===== src/rtl/rr_sel_arb_pkg.sv =====
// rr_sel_arb_pkg
// Shared types and helpers for the round-robin select arbiter.
//   arb_state_e : arbiter FSM state (IDLE = no grant, GNT = grant held)
//   wrap_inc    : index increment that wraps from n-1 to 0 by compare,
//                 so non-power-of-two requestor counts never reach n.
package rr_sel_arb_pkg;

    typedef enum logic {
        IDLE = 1'b0,
        GNT  = 1'b1
    } arb_state_e;

    function automatic int unsigned wrap_inc(input int unsigned idx, input int unsigned n);
        return (idx == n - 1) ? 0 : idx + 1;
    endfunction

endpackage


===== src/rtl/rr_sel_arb_if.sv =====
// rr_sel_arb_if
// Request/grant bundle between requestors + downstream consumer and the
// arbiter.
//   i_req     : per-requestor request, held until its grant is acked
//   i_ack     : consumer accepted the currently selected beat
//   i_lock    : sampled with i_ack; keep the current winner for the next beat
//   o_gnt     : registered one-hot-or-null mux select
//   o_gnt_idx : binary index of the set bit of o_gnt (0 when idle)
//   o_gnt_vld : |o_gnt
// modport slave  : the arbiter side
// modport master : the requestor / consumer side
interface rr_sel_arb_if #(
    parameter int N = 4
);
    localparam int W = $clog2(N);

    logic [N-1:0] i_req;
    logic         i_ack;
    logic         i_lock;
    logic [N-1:0] o_gnt;
    logic [W-1:0] o_gnt_idx;
    logic         o_gnt_vld;

    modport slave (
        input  i_req,
        input  i_ack,
        input  i_lock,
        output o_gnt,
        output o_gnt_idx,
        output o_gnt_vld
    );

    modport master (
        output i_req,
        output i_ack,
        output i_lock,
        input  o_gnt,
        input  o_gnt_idx,
        input  o_gnt_vld
    );

endinterface


===== src/rtl/rr_sel_arb_pick.sv =====
// rr_pick
// Combinational round-robin pick: first set bit of (req & ~mask) searching
// ptr, ptr+1, ... N-1, 0, ... ptr-1.
//   req      : request vector
//   mask     : bits to exclude from this pick
//   ptr      : highest-priority index (always < N)
//   pick     : one-hot winner, zero when nothing eligible
//   pick_idx : binary index of the winner, zero when nothing eligible
//   pick_vld : a winner exists
module rr_pick #(
    parameter  int N = 4,
    localparam int W = $clog2(N)
) (
    input  logic [N-1:0] req,
    input  logic [N-1:0] mask,
    input  logic [W-1:0] ptr,
    output logic [N-1:0] pick,
    output logic [W-1:0] pick_idx,
    output logic         pick_vld
);

    logic [N-1:0]   eff;
    logic [2*N-1:0] dbl;
    logic [N-1:0]   rot;
    logic [W-1:0]   off;
    logic [W:0]     sum;
    logic           found;

    // Rotating a doubled copy right by ptr puts index ptr at bit 0; since
    // ptr < N the low N bits are a clean rotation for any N.
    assign eff = req & ~mask;
    assign dbl = {eff, eff} >> ptr;
    assign rot = dbl[N-1:0];

    always_comb begin
        found = 1'b0;
        off   = '0;
        for (int i = 0; i < N; i++) begin
            if (!found && rot[i]) begin
                found = 1'b1;
                off   = W'(i);
            end
        end
        // Map the rotated offset back to an absolute index, wrapping at N.
        sum = {1'b0, off} + {1'b0, ptr};
        if (sum >= (W+1)'(N)) begin
            sum = sum - (W+1)'(N);
        end
        pick_vld = found;
        pick_idx = found ? sum[W-1:0] : '0;
    end

    generate
        for (genvar gi = 0; gi < N; gi++) begin : g_onehot
            assign pick[gi] = pick_vld && (pick_idx == W'(gi));
        end
    endgenerate

endmodule


===== src/rtl/rr_sel_arb.sv =====
// rr_sel_arb
// Round-robin arbiter producing the registered one-hot-or-null select for a
// shared N:1 datapath mux. A grant is held until acked; a non-locked ack
// rotates priority past the winner and re-picks in the same cycle with the
// winner masked, so a lone persistent requestor sees one idle bubble between
// independent transactions. A locked ack keeps the current winner.
//   clk    : clock, rising edge
//   arst_n : asynchronous active-low reset
//   bus    : request/ack/lock in, grant select/index/valid out
module rr_sel_arb
    import rr_sel_arb_pkg::*;
#(
    parameter  int N = 4,
    localparam int W = $clog2(N)
) (
    input  logic         clk,
    input  logic         arst_n,
    rr_sel_arb_if.slave  bus
);

    arb_state_e   state_reg, state_next;
    logic [W-1:0] ptr_reg, ptr_next;
    logic [N-1:0] gnt_reg, gnt_next;
    logic [W-1:0] gnt_idx_reg, gnt_idx_next;

    logic         advance;
    logic [W-1:0] ptr_adv;
    logic [W-1:0] pick_ptr;
    logic [N-1:0] pick_mask;
    logic [N-1:0] pick;
    logic [W-1:0] pick_idx;
    logic         pick_vld;

    // A non-locked ack on a held grant retires the winner this cycle.
    assign advance   = (state_reg == GNT) && bus.i_ack && !bus.i_lock;
    assign ptr_adv   = W'(wrap_inc(int'(gnt_idx_reg), N));
    assign pick_ptr  = advance ? ptr_adv : ptr_reg;
    assign pick_mask = advance ? gnt_reg : '0;

    rr_pick #(.N(N)) u_pick (
        .req      (bus.i_req),
        .mask     (pick_mask),
        .ptr      (pick_ptr),
        .pick     (pick),
        .pick_idx (pick_idx),
        .pick_vld (pick_vld)
    );

    always_comb begin
        state_next   = state_reg;
        ptr_next     = ptr_reg;
        gnt_next     = gnt_reg;
        gnt_idx_next = gnt_idx_reg;
        case (state_reg)
            IDLE: begin
                if (pick_vld) begin
                    state_next   = GNT;
                    gnt_next     = pick;
                    gnt_idx_next = pick_idx;
                end
            end
            GNT: begin
                // Without a non-locked ack the grant is frozen, even if the
                // winner drops its request.
                if (advance) begin
                    ptr_next = ptr_adv;
                    if (pick_vld) begin
                        gnt_next     = pick;
                        gnt_idx_next = pick_idx;
                    end else begin
                        state_next   = IDLE;
                        gnt_next     = '0;
                        gnt_idx_next = '0;
                    end
                end
            end
            default: begin
                state_next   = IDLE;
                gnt_next     = '0;
                gnt_idx_next = '0;
            end
        endcase
    end

    always_ff @(posedge clk or negedge arst_n) begin
        if (!arst_n) begin
            state_reg   <= IDLE;
            ptr_reg     <= '0;
            gnt_reg     <= '0;
            gnt_idx_reg <= '0;
        end else begin
            state_reg   <= state_next;
            ptr_reg     <= ptr_next;
            gnt_reg     <= gnt_next;
            gnt_idx_reg <= gnt_idx_next;
        end
    end

    assign bus.o_gnt     = gnt_reg;
    assign bus.o_gnt_idx = gnt_idx_reg;
    assign bus.o_gnt_vld = |gnt_reg;

endmodule


===== src/flat_wrapper.sv =====
// flat-port wrapper written by rule: the top's interface ports become plain ports
module rr_sel_arb_flat import rr_sel_arb_pkg::*;
#(
    parameter  int N = 4,
    localparam int W = $clog2(N)
)
  (clk, arst_n, bus_i_req, bus_i_ack, bus_i_lock, bus_o_gnt, bus_o_gnt_idx, bus_o_gnt_vld);
  rr_sel_arb_if #(.N(N)) bus_i ();
  input  logic clk;
  input  logic arst_n;
  input wire logic [$bits(bus_i.i_req)-1:0] bus_i_req;
  input wire logic [$bits(bus_i.i_ack)-1:0] bus_i_ack;
  input wire logic [$bits(bus_i.i_lock)-1:0] bus_i_lock;
  output wire logic [$bits(bus_i.o_gnt)-1:0] bus_o_gnt;
  output wire logic [$bits(bus_i.o_gnt_idx)-1:0] bus_o_gnt_idx;
  output wire logic [$bits(bus_i.o_gnt_vld)-1:0] bus_o_gnt_vld;
  assign bus_i.i_req = bus_i_req;
  assign bus_i.i_ack = bus_i_ack;
  assign bus_i.i_lock = bus_i_lock;
  assign bus_o_gnt = bus_i.o_gnt;
  assign bus_o_gnt_idx = bus_i.o_gnt_idx;
  assign bus_o_gnt_vld = bus_i.o_gnt_vld;
  rr_sel_arb #(.N(N)) u_core (.clk(clk), .arst_n(arst_n), .bus(bus_i));
endmodule

===== config.mk =====
export PLATFORM = sky130hd
export DESIGN_NAME = rr_sel_arb_flat
export DESIGN_NICKNAME = d
export VERILOG_FILES = /design/src/rtl/rr_sel_arb_pkg.sv /design/src/rtl/rr_sel_arb_if.sv /design/src/rtl/rr_sel_arb_pick.sv /design/src/rtl/rr_sel_arb.sv /design/src/flat_wrapper.sv
export SDC_FILE = /design/constraint.sdc
export NUM_CORES = 1
export LEC_CHECK = 0
export BUFFER_PORTS_ARGS = -buffer_cell sky130_fd_sc_hd__buf_2
export CAP_MARGIN = 20
export CORE_AREA = 2 2 39 41
export CTS_BUF_LIST = sky130_fd_sc_hd__clkbuf_8
export CTS_CLUSTER_DIAMETER = 200
export DETAILED_ROUTE_END_ITERATION = 10
export DIE_AREA = 0 0 41 43
export PLACE_DENSITY = 0.78
export SYNTH_ARGS = -nofsm -noshare
export SYNTH_HDL_FRONTEND = slang
export SYNTH_HIERARCHICAL = 1
export SYNTH_SLANG_ARGS = --single-unit

===== constraint.sdc =====
create_clock -name clk -period 4.8 [get_ports clk]
set_input_delay 0.72 -clock clk [delete_from_list [all_inputs] [get_ports clk]]
set_output_delay 0.72 -clock clk [all_outputs]
set_load 0.1 [all_outputs]

==> results.toml <==
[routing]
drc = 0
detail_route.wl_per_cell_um = 15.1
via_count = 641
postRouteAntennaNets = 0
drtIter0Drc = 27
drt-total-wl_um = 1590
detail_route.first_pass.iterations = 4
viasPerCell = 6.10

[placement]
gp_congestion = 0.704
port_buffers = 14
dp_slack_ns = 1.89
hpwlAfterDp_um = 1180

[layout]
syn_to_final_growth_pct = 18.1
antenna_cells = 0
n_fill_cell = 127
finalNetCount = 100
largest_reg_flops = 4
drive_above_1_share_pct = 37.1

[sta]
setup_tns_ns = 0
worst_pin_slew_ns = 0.504
min_period_over_period_pct = 55.5
worst_slack_ns = 2.13
period_minus_slack_ns = 2.67
finalHoldViolCount = 0
rsz0062_at_grt = "no"
skew_ns = 0.00329
drv_slew = 0
clock.fmax_mhz = 375
setup_viol = 0
relSlewSlack_pct = 65.4

[cts]
cts_hold_buf = 0
cts_root_buf = "clkbuf_8"
cts_resized = 0
cts_max_level = 1
postCtsSetupBuffers = 0
insertion_delay_ns = 0.23
cts_buffers = 3
cts_tree = "built"
clkSinkCount = 9
clockBufferDepth = 2
clkTransAtPathRegs_ns = 0.05

[floorplanning]
die_h_um = 43
dieArea_um2 = 1760
start_util_pct = 51.1
rows = 14
die_width_um = 41
io_pins = 15
coreArea_um2 = 1380

[worst_setup_path]
worstPathCellList = "buf_2 -> nor2b_2 -> and3_2 -> nor2b_1 -> nor3_1 -> o21ai_0 -> o2111ai_1 -> ha_1 -> nand2b_1 -> o22ai_1 -> a22o_2"
worstReg2RegEnd = "u_core/bus.o_gnt[0]$_DFFE_PN0P_"
critPathMaxStageDelay_ns = 0.36
cp.arrival_ns = 2.78
start_kind = "input port"
path_max_fanout = 7
worst_path_max_delay_cell = "nor2b_1"
worstPathRequired_ns = 4.92
rrSetupSlack_ns = 2.34
critPathBufInv = 1
crit_type = "in2reg"
crit_path_end_kind = "flop"
ff2ff_path_depth = 10
r2r_start = "u_core/state_reg$_DFF_PN0_"
crit_family = "simple AND/OR/NAND/NOR gates"

[run]
drv_cap = 0

[grt]
grt_pass1_vias = 552
globalRouteMet3Util_pct = 4.71
grt_busiest_layer = "met2"
grt_usage_pct = 20.2
grt_pass1_wl_um = 2390
grtUsageMet2_pct = 32.2
grt_max_degree = 14
use_met1_pct = 25.9
grt.overflow.total = 0
antenna_found_initial = 0

[logic_synthesis]
syn_avg_cell_area_um2 = 9.82
ys_warn_count = 6
synth_top_cells_by_count = "dfrtp_1, a22o_2, nand2b_1, o22ai_1"
ys_ff_latch = 9
async_reset_ff_share_pct = 100
yosysSeqAreaShare_pct = 31.9
netlist_area_um2 = 707
yosys.cell_count.top_type = "dfrtp_1"
synth_cells = 72
synth_edf_count = 0
synth_area_leaders = "dfrtp_1, a22o_2, nand2b_1"
yosys.area.top_type_share_pct = 31.9
syn_nets = 82
yosys.area.top_type = "dfrtp_1"
ys_types = 32
synth_flop_cell = "dfrtp_1"

[min_path]
hold_path_class = "in2async"

[run_status]
status = "completed"
[worst register-to-register path, stage by stage, from the launching register on]
cell,delay [ns]
dfrtp_1,0.47
nand3b_1,0.22
o31ai_1,0.24
buf_4,0.22
nor3_1,0.07
o21ai_0,0.16
o2111ai_1,0.13
ha_1,0.36
nand2b_1,0.15
o22ai_1,0.09
a22o_2,0.24
[cells by family after synthesis]
kind of cell             count (synthesis)  share of synthesized area (%)
buffers and inverters                    3                           2.65
multiplexers                             4                           6.02
flip-flops                               9                           31.9
AO/OA/AOI/OAI                           25                           29.6
AND/OR/NAND/NOR                         29                           26.4
adder cells (fa/ha/maj)                  2                           3.54
[routing by layer]
layer	share of wire, %	routed length (µm)	vias up
met4	0	0	0
li1	-	-	321
met1	47	746	299
met2	47	747	21
met5	0	0	-
met3	5.9	93	0
[worst max path at each step]
stage | from | to | slack (ns) | cells past startpoint
finish | bus_i_ack | u_core/bus.o_gnt[0]$_DFFE_PN0P_ | 2.13 | 11
global route | bus_i_ack | u_core/bus.o_gnt[0]$_DFFE_PN0P_ | 1.98 | 11
CTS | bus_i_ack | u_core/bus.o_gnt[0]$_DFFE_PN0P_ | 2.13 | 11
detailed placement | bus_i_ack | u_core/bus.o_gnt[0]$_DFFE_PN0P_ | 1.89 | 11
global placement | bus_i_ack | u_core/bus.o_gnt[0]$_DFFE_PN0P_ | 1.96 | 11
floorplan | u_core/bus.o_gnt_idx[0]$_DFFE_PN0P_ | u_core/bus.o_gnt[0]$_DFFE_PN0P_ | 1.72 | 10
[cell type report]
| class | instances | area [µm²] | share of cell area [%] |
|---|---|---|---|
| multi-input combinational | 60 | 463 | 55.5 |
| inverter | 1 | 3.75 | 0.450 |
| clock inverter | 1 | 3.75 | 0.450 |
| timing repair buffer | 15 | 77.6 | 9.30 |
| tap | 16 | 20.0 | 2.40 |
| clock buffer | 3 | 41.3 | 4.95 |
| sequential | 9 | 225 | 27.0 |
[layout by cell type, fill, tap and decap left out, types with 2 or more instances in the layout]
master	count
nor2_1	2
buf_2	14
a22o_1	2
nand2b_1	5
a22o_2	6
clkbuf_8	3
dfrtp_1	9
nor2b_1	4
and3_2	4
or4_1	2
mux2_2	2
ha_1	2
inv_1	2
o31ai_1	2
nor3_1	4
a211o_1	2
o2111ai_1	2
nand2_1	2
o22ai_1	5
mux2i_1	2
[through the flow]
step / hold slack (ns) / area [µm²] / util [%] / cells
4_1_cts: 0.336 / 835 / 60.3 / 105
5_1_grt: 0.330 / 835 / 60.3 / 105
6_report: 0.330 / 835 / 60.3 / 105
2_1_floorplan: 0.424 / 707 / - / 72
3_3_place_gp: 0.459 / 790 / 57.1 / 101
3_5_place_dp: 0.472 / 790 / 57.1 / 101
Power is not shown: default switching activity piles up to over one toggle a cycle in this logic, so the estimate is an artifact.
